**config.mk**
```make
export PLATFORM = sky130hd
export DESIGN_NAME = mix_col_seq
export DESIGN_NICKNAME = d
export VERILOG_FILES = /design/src/rtl/mix_col_seq.sv
export SDC_FILE = /design/constraint.sdc
export NUM_CORES = 1
export LEC_CHECK = 0
export CORE_MARGIN = 2
export CORE_UTILIZATION = 40
export CTS_BUF_LIST = sky130_fd_sc_hd__clkbuf_4
export CTS_CLUSTER_DIAMETER = 80
export DETAILED_ROUTE_END_ITERATION = 12
export GPL_ROUTABILITY_DRIVEN = 0
export PLACE_DENSITY = 0.69
export RECOVER_POWER = 100
export SYNTH_ARGS = -nofsm -noshare
export SYNTH_HDL_FRONTEND = slang
export SYNTH_SLANG_ARGS = --single-unit
```
**constraint.sdc**
```tcl
create_clock -name clk -period 4 [get_ports clk]
set_input_delay 0.8 -clock clk [delete_from_list [all_inputs] [get_ports clk]]
set_output_delay 0.8 -clock clk [all_outputs]
set_load 0.005 [all_outputs]
```
**src/rtl/mix_col_seq.sv**
```systemverilog
// mix_col_seq: sequential AES MixColumns/InvMixColumns over one 128-bit state,
// transforming COLS_PER_CYCLE columns per RUN cycle with valid/ready on both sides.
module mix_col_seq #(
    parameter int COLS_PER_CYCLE = 1
) (
    input  logic         clk,
    input  logic         rst_n,
    input  logic         in_valid,
    output logic         in_ready,
    input  logic [127:0] in_data,
    input  logic         in_inv,
    output logic         out_valid,
    input  logic         out_ready,
    output logic [127:0] out_data,
    output logic         busy
);
    if (!(COLS_PER_CYCLE == 1 || COLS_PER_CYCLE == 2 || COLS_PER_CYCLE == 4)) begin : g_bad
        $error("mix_col_seq: COLS_PER_CYCLE must be 1, 2 or 4");
    end

    typedef enum logic [1:0] {IDLE, RUN, DONE} state_t;

    state_t         state, state_n;
    logic [1:0]     cnt;
    logic [127:0]   work, nxt;
    logic           inv_q, last;

    function automatic logic [7:0] xt(input logic [7:0] b);
        return {b[6:0], 1'b0} ^ (b[7] ? 8'h1b : 8'h00);
    endfunction

    // k is the circulant offset (j-i) mod 4 into the row-0 coefficients
    function automatic logic [7:0] cm(input logic [7:0] b, input logic [1:0] k, input logic inv);
        logic [7:0] b2, b4, b8;
        b2 = xt(b);
        b4 = xt(b2);
        b8 = xt(b4);
        if (inv)
            return k == 2'd0 ? b8 ^ b4 ^ b2 : k == 2'd1 ? b8 ^ b2 ^ b : k == 2'd2 ? b8 ^ b4 ^ b : b8 ^ b;
        return k == 2'd0 ? b2 : k == 2'd1 ? b2 ^ b : b;
    endfunction

    function automatic logic [31:0] mix(input logic [31:0] col, input logic inv);
        logic [31:0] y;
        y = '0;
        for (int i = 0; i < 4; i++)
            for (int j = 0; j < 4; j++)
                y[31-8*i -: 8] = y[31-8*i -: 8] ^ cm(col[31-8*j -: 8], 2'(j - i), inv);
        return y;
    endfunction

    // cnt is always a multiple of COLS_PER_CYCLE, so cnt+k never passes column 3
    always_comb begin
        nxt = work;
        for (int k = 0; k < COLS_PER_CYCLE; k++)
            nxt[127-32*(int'(cnt)+k) -: 32] = mix(work[127-32*(int'(cnt)+k) -: 32], inv_q);
    end

    assign last      = (3'(cnt) + 3'(COLS_PER_CYCLE)) == 3'd4;
    assign in_ready  = state == IDLE;
    assign out_valid = state == DONE;
    assign busy      = state != IDLE;
    assign out_data  = work;

    always_comb begin
        state_n = state;
        state_n = state == IDLE ? (in_valid ? RUN : IDLE)
                : state == RUN  ? (last ? DONE : RUN)
                : (out_ready ? IDLE : DONE);
    end

    always_ff @(posedge clk) begin
        if (!rst_n) begin
            state <= IDLE;
            cnt   <= '0;
            work  <= '0;
            inv_q <= 1'b0;
        end else begin
            state <= state_n;
            if (state == IDLE && in_valid) begin
                work  <= in_data;
                inv_q <= in_inv;
                cnt   <= '0;
            end else if (state == RUN) begin
                work <= nxt;
                cnt  <= cnt + 2'(COLS_PER_CYCLE);
            end
        end
    end
endmodule
```
Word level (Yosys, flattened, before mapping)
Cells that the tools add are included.
- logic and storage cells: 125
- output and inout port bits: 131
- input bits: 133
- register bits: 133
- $add $sub $neg: 4
- reductions and logical operators: 5
- bitwise operators: 53
- eq/ne operators: 3
- shift-type cells: 3
- muxes and demuxes: 53
- operators with widths (cell ; count):
    $xor A8 B8 Y8 ; 41
    $mux W128 ; 2
    $mux W8 ; 32
    $shift A32 B33 Y159 const A ; 1
    $shiftx A159 B8 Y32 ; 1
    $shiftx A32 B33 Y159 ; 1
    $bwmux W128 ; 1
    $xor A8 B5 Y8 ; 11
    $mux W5 ; 12
    $neg A8 Y33 ; 1
    $mux W2 ; 4
    $sub A7 B7 Y8 const A ; 1
    $reduce_bool A2 Y1 ; 2
    $add A2 B1 Y3 const B ; 1
    $eq A3 B3 Y1 const B ; 1
    $add A2 B1 Y2 const B ; 1
    $eq A2 B1 Y1 const B ; 1
    $eq A2 B2 Y1 const B ; 1
    $logic_not A2 Y1 ; 1
    $mux W1 ; 2
    $reduce_or A2 Y1 ; 1
    $logic_and A1 B1 Y1 ; 1
    $not A1 Y1 ; 1

Logic depth before layout (Yosys ltp)
Gate-level depths: netlist of run 1.
- word-level depth: 19
- gate-level depth with buffers: 11

Worst setup path after synthesis of run 1
Ideal clock, no wire load.
- path kind: register -> register
- start point: register cnt[1]
- end point: register work[111], in the netlist out_data[111]
- path slack: 0.921 ns
- cell stages (with the launch flop): 12
- data required time: 3.875 ns
- period minus slack after synthesis: 3.079 ns
- data arrival time: 2.954 ns
- path through: dfxtp_1 > buf_6 > buf_8 > buf_6 > mux4_2 > buf_2 > xnor2_1 > xnor3_1 > and2_1 > xnor3_1 > a222oi_1 > nor2b_1
- cells in the longest elaborated chain, start to end: 17
- elaborated cells on any way between the ends: 104
- classes of those cells: add/sub (2); shift (3); mux (47); bitwise (52)
- RTL lines (element ; line ; RTL):
    start: declaration ; 24 ; logic [1:0] cnt;
    start signal: assignment ; 86 ; cnt <= cnt + 2'(COLS_PER_CYCLE);
    $sub A7 B7 Y8 (*) ; 56 ; nxt[127-32*(int'(cnt)+k) -: 32] = mix(work[127-32*(int'(cnt)+k) -: 32], inv_q);
    $shiftx A159 B8 Y32 ; 56 ;
    $xor A8 B5 Y8 or $mux W5 (tied branches) (2 in series) ; 29 ; return {b[6:0], 1'b0} ^ (b[7] ? 8'h1b : 8'h00);
    $mux W5 or $xor A8 B5 Y8 (tied branches) ; 29 ;
    $xor A8 B5 Y8 ; 29 ;
    $xor A8 B8 Y8 (on tied branches) (2 in series) ; - ;
    $mux W8 ; 38 ; if (inv)
    $mux W8 ; 40 ; return k == 2'd0 ? b2 : k == 2'd1 ? b2 ^ b : b;
    $xor A8 B8 Y8 (3 in series) ; 48 ; y[31-8*i -: 8] = y[31-8*i -: 8] ^ cm(col[31-8*j -: 8], 2'(j - i), inv);
    $shiftx A32 B33 Y159 ; 56 ;
    $bwmux W128 (*) ; 56 ;
    $mux W128 (*) ; 84 ; end else if (state == RUN) begin
    $mux W128 (*) ; 80 ; if (state == IDLE && in_valid) begin
    end signal: assignment ; 81 ; work <= in_data;
    end signal: assignment ; 85 ; work <= nxt;
    end: declaration ; 25 ; logic [127:0] work, nxt;
Mark *: on every way between the ends. The rest lies on a longest branch, timed or not. The select of a mux whose other input is x is not followed.
A chain may end at the register's enable or synchronous reset.

Final worst setup path of run 1
- start point: register cnt[0]
- end point: register work[19], in the netlist out_data[19]
Same word-level chain as after synthesis.

==> flow_summary.ini, run 1 <==
[global_routing]
grt_pass1_wl_um = 46730
grt_max_degree = 77
grt_pass1_vias = 7769
track_usage = 0.2772
grt_overflow = 0
antenna_found_initial = 1

[timing]
max_freq_ghz = 0.2734
fin_setup_tns_ps = 0
final_max_slew_viol_count = 76
timing.final.hold_violations = 0
fin_crit_sh = 0.9143
finalClockSkew_ps = 19.56
finalSetupViolCount = 0
fin_ws_ps = 342.8
rsz0062_at_grt = false
fin_crit_ps = 3657
tightestPinTransition_ps = 1547
relSlewSlack = -0.03154

[placed_design]
dp_cells = 1317
port_buffers = 263
dp_slack_ps = 508.8
hpwl_um = 23020
placed_cell_area_um2 = 11390

[worst_hold_path]
hold_depth = 2
hold_start = out_data[32]
hold_path_class = reg -> reg
holdPathEnd = out_data[32]

[finish]
layout-drive-gt1-share = 0.08752
design_area_um2 = 11590
synthToLayoutAreaGrowth_pct = 35.55
instances_no_fill = 1350
final_nets = 1198

[critical_path]
path_common_cell = xnor3_1
critPathKind = reg -> reg
worst_path_largest_cell_delay_ps = 720
crit_fanout = 20
rr_startpoint = cnt[0]
crit_required_ps = 4480
crit_arrival_ps = 4140
r2r_end = out_data[19]
worst_setup_path_start_kind = flip-flop
worstPathCellList = buf_12 -> mux4_2 -> xnor2_1 -> xnor3_1 -> nand2b_4 -> mux2i_2 -> xnor3_1 -> o21ai_1
r2r_setup_slack_ps = 340
slowest_stage = dfxtp_2
rr_worst_depth = 8
cp-end-kind = flip-flop

[yosys]
synth.top_cell.area_share = 0.3115
synth_seq_cells = 133
syn_area_um2 = 8548
avgSynthCellArea_um2 = 10.26
synth.largest_area_cell = dfxtp_1
synth_warnings = 0
synthDistinctLibCells = 38
syn_nets = 970
synth-edff-count = 0
async_flop_share = 0
synthCells = 833
ys.flop_type = dfxtp_1
ys_top_cells_by_count = dfxtp_1 (133), nand2_1 (110), a22o_1 (108), xnor2_1 (105), o21ai_1 (78)
yosysMostFrequentCell = dfxtp_1
synthTopCellsByArea = dfxtp_1 (31%), a22o_1 (11%), xnor2_1 (11%), mux4_2 (8.4%), xnor3_1 (8.4%)
synth-seq-area-share = 0.3115

[run]
max_cap_violations = 1

[detailed_routing]
first_pass_iters = 7
drt_iter0_drc = 883
wl_um = 31310
post_drt_wl_per_cell_um = 23.19
vias_per_cell = 5.796
drc = 0
drt.antenna.violating_nets = 0
vias = 7825

[clock_tree]
clockBufferDepth = 2
cts_buffers = 17
cts_setup_buffers = 0
cts_resized = 0
clk_latency_ps = 580
cts_root_buffer = clkbuf_4
clk_pin_slew_ps = 140
h-tree-depth = 4
cts_tree = built
numClockSinks = 133
ctsHoldBuffers = 0

[power]
combPwrFrac = 0.642
p_sw_frac = 0.4256
p_leak_nw = 4.684
seqPwrFrac = 0.236
p_int_mw = 3.963
total_power_mw = 6.899
cellPowerDensity_nw_per_um2 = 595.4
netSwitchingPower_mw = 2.936
ir_drop_mv = 0.3234
power_frac_clock = 0.122

[floorplanning]
ios = 264
dieArea_um2 = 22560
core_um2 = 21020
die_w_um = 150.2
die-height_um = 150.2
start_util = 0.4066
rows = 53

[outcome]
violations = capacitance limit, slew limit
status = finished, violations left
-- worst max-delay path, delay by kind of cell (launching register included) --
kind | cells | cell delay [ps]
xor gates and xnor gates | 3 | 1640
buffers and inverters | 1 | 250
muxes | 2 | 640
and+or+nand+nor | 1 | 170
DFF | 1 | 720
AOI/OAI and AO/OA | 1 | 150
-- how the worst max path moves through the flow --
| stage | start | end | slack (ps) | cells after the start |
|---|---|---|---|---|
| finish | cnt[0] | out_data[19] | 340 | 8 |
| global route | cnt[0] | out_data[35] | 150 | 8 |
| CTS | cnt[0] | out_data[5] | 480 | 8 |
| detailed placement | cnt[0] | out_data[5] | 510 | 8 |
| global placement | cnt[0] | out_data[19] | 620 | 8 |
| floorplan | cnt[1] | out_data[111] | 920 | 11 |
-- cell usage in the layout, fill, tap and decap left out, drive strengths merged --
master | Yosys | routed
a21boi | 2 | 2
a21o | 4 | 4
a222oi | 32 | 32
a22o | 108 | 108
and2 | 11 | 11
and3b | 1 | 1
buf | 20 | 20
clkbuf | 55 | 19
clkdlybuf4s50 | 0 | 131
clkinv | 0 | 2
clkinvlp | 0 | 4
dfxtp | 133 | 133
diode | 0 | 1
dlygate4sd3 | 0 | 131
ha | 4 | 4
inv | 4 | 13
mux2i | 5 | 5
mux4 | 32 | 32
nand2 | 110 | 110
nand2b | 3 | 3
nor2 | 3 | 3
nor2b | 35 | 35
nor3 | 1 | 1
nor4 | 3 | 3
o21ai | 87 | 87
o311a | 1 | 1
xnor2 | 113 | 113
xnor3 | 33 | 33
xor2 | 29 | 29
xor3 | 4 | 4
-- kinds of logic after synthesis --
logic type | after synthesis | share of synthesized area
AOI/OAI and AO/OA | 234 | 0.2055
DFF | 133 | 0.3115
muxes | 37 | 0.09060
adders and majority gates | 4 | 0.005855
and+or+nand+nor | 167 | 0.09046
xor gates and xnor gates | 179 | 0.2551
buffers and inverters | 79 | 0.04098
-- power groups by stage --
stage                     clock network [mW]  registers (mW)  logic (mW)
after global routing                   0.908            1.64        4.67
after detailed placement                   0            1.66        4.54
after floorplan                            0            1.60        3.22
final                                  0.842            1.63        4.43
after CTS                              0.845            1.63        4.57
after global placement                     0            1.66        4.53
-- metrics by stage --
stage / hold slack, ps / utilization
finish: 565.3 / 0.5512
global route: 584.4 / 0.5512
CTS: 573.4 / 0.5535
detailed placement: 538.5 / 0.5417
global placement: 531.2 / 0.5417
floorplan: 531.4 / -
-- registers in the layout, indices dropped and copies added (netlist names) --
name / count
inv_q: 1
cnt: 2
state: 2
out_data: 128
-- routing by layer --
layer  GRT usage  part of all wire  routed length, µm  up-vias
met4     0.09528             0.029                906        0
met5           0                 0                  0        -
met1      0.3815              0.41              12880     3811
met2      0.4418              0.48              14940      441
met3     0.04758             0.083               2585       64
li1            -                 -                  -     3509
-- cell type report --
| class | count | area (µm²) |
|---|---|---|
| Fill cell | 1854 | 9434 |
| Multi-Input combinational cell | 621 | 5494 |
| Timing Repair Buffer | 284 | 2818 |
| Sequential cell | 133 | 2665 |
| Tap cell | 275 | 344.1 |
| Clock buffer | 17 | 127.6 |
| Clock inverter | 15 | 121.4 |
| Inverter | 4 | 15.01 |
| Antenna cell | 1 | 2.502 |
Note: power is estimated with default switching activity, not from simulation.
==> run 2: changes to the inputs <==
Settings changed: ABC_AREA from default to 0.
==> results of run 2 <==
Same layout as run 1: the final DEF is identical, and so are final timing and power.
==> run 3: changes to the inputs <==
Settings changed: SETUP_SLACK_MARGIN from default to 0.1.
==> results of run 3 <==
Same layout as run 1: the final DEF is identical, and so are final timing and power.
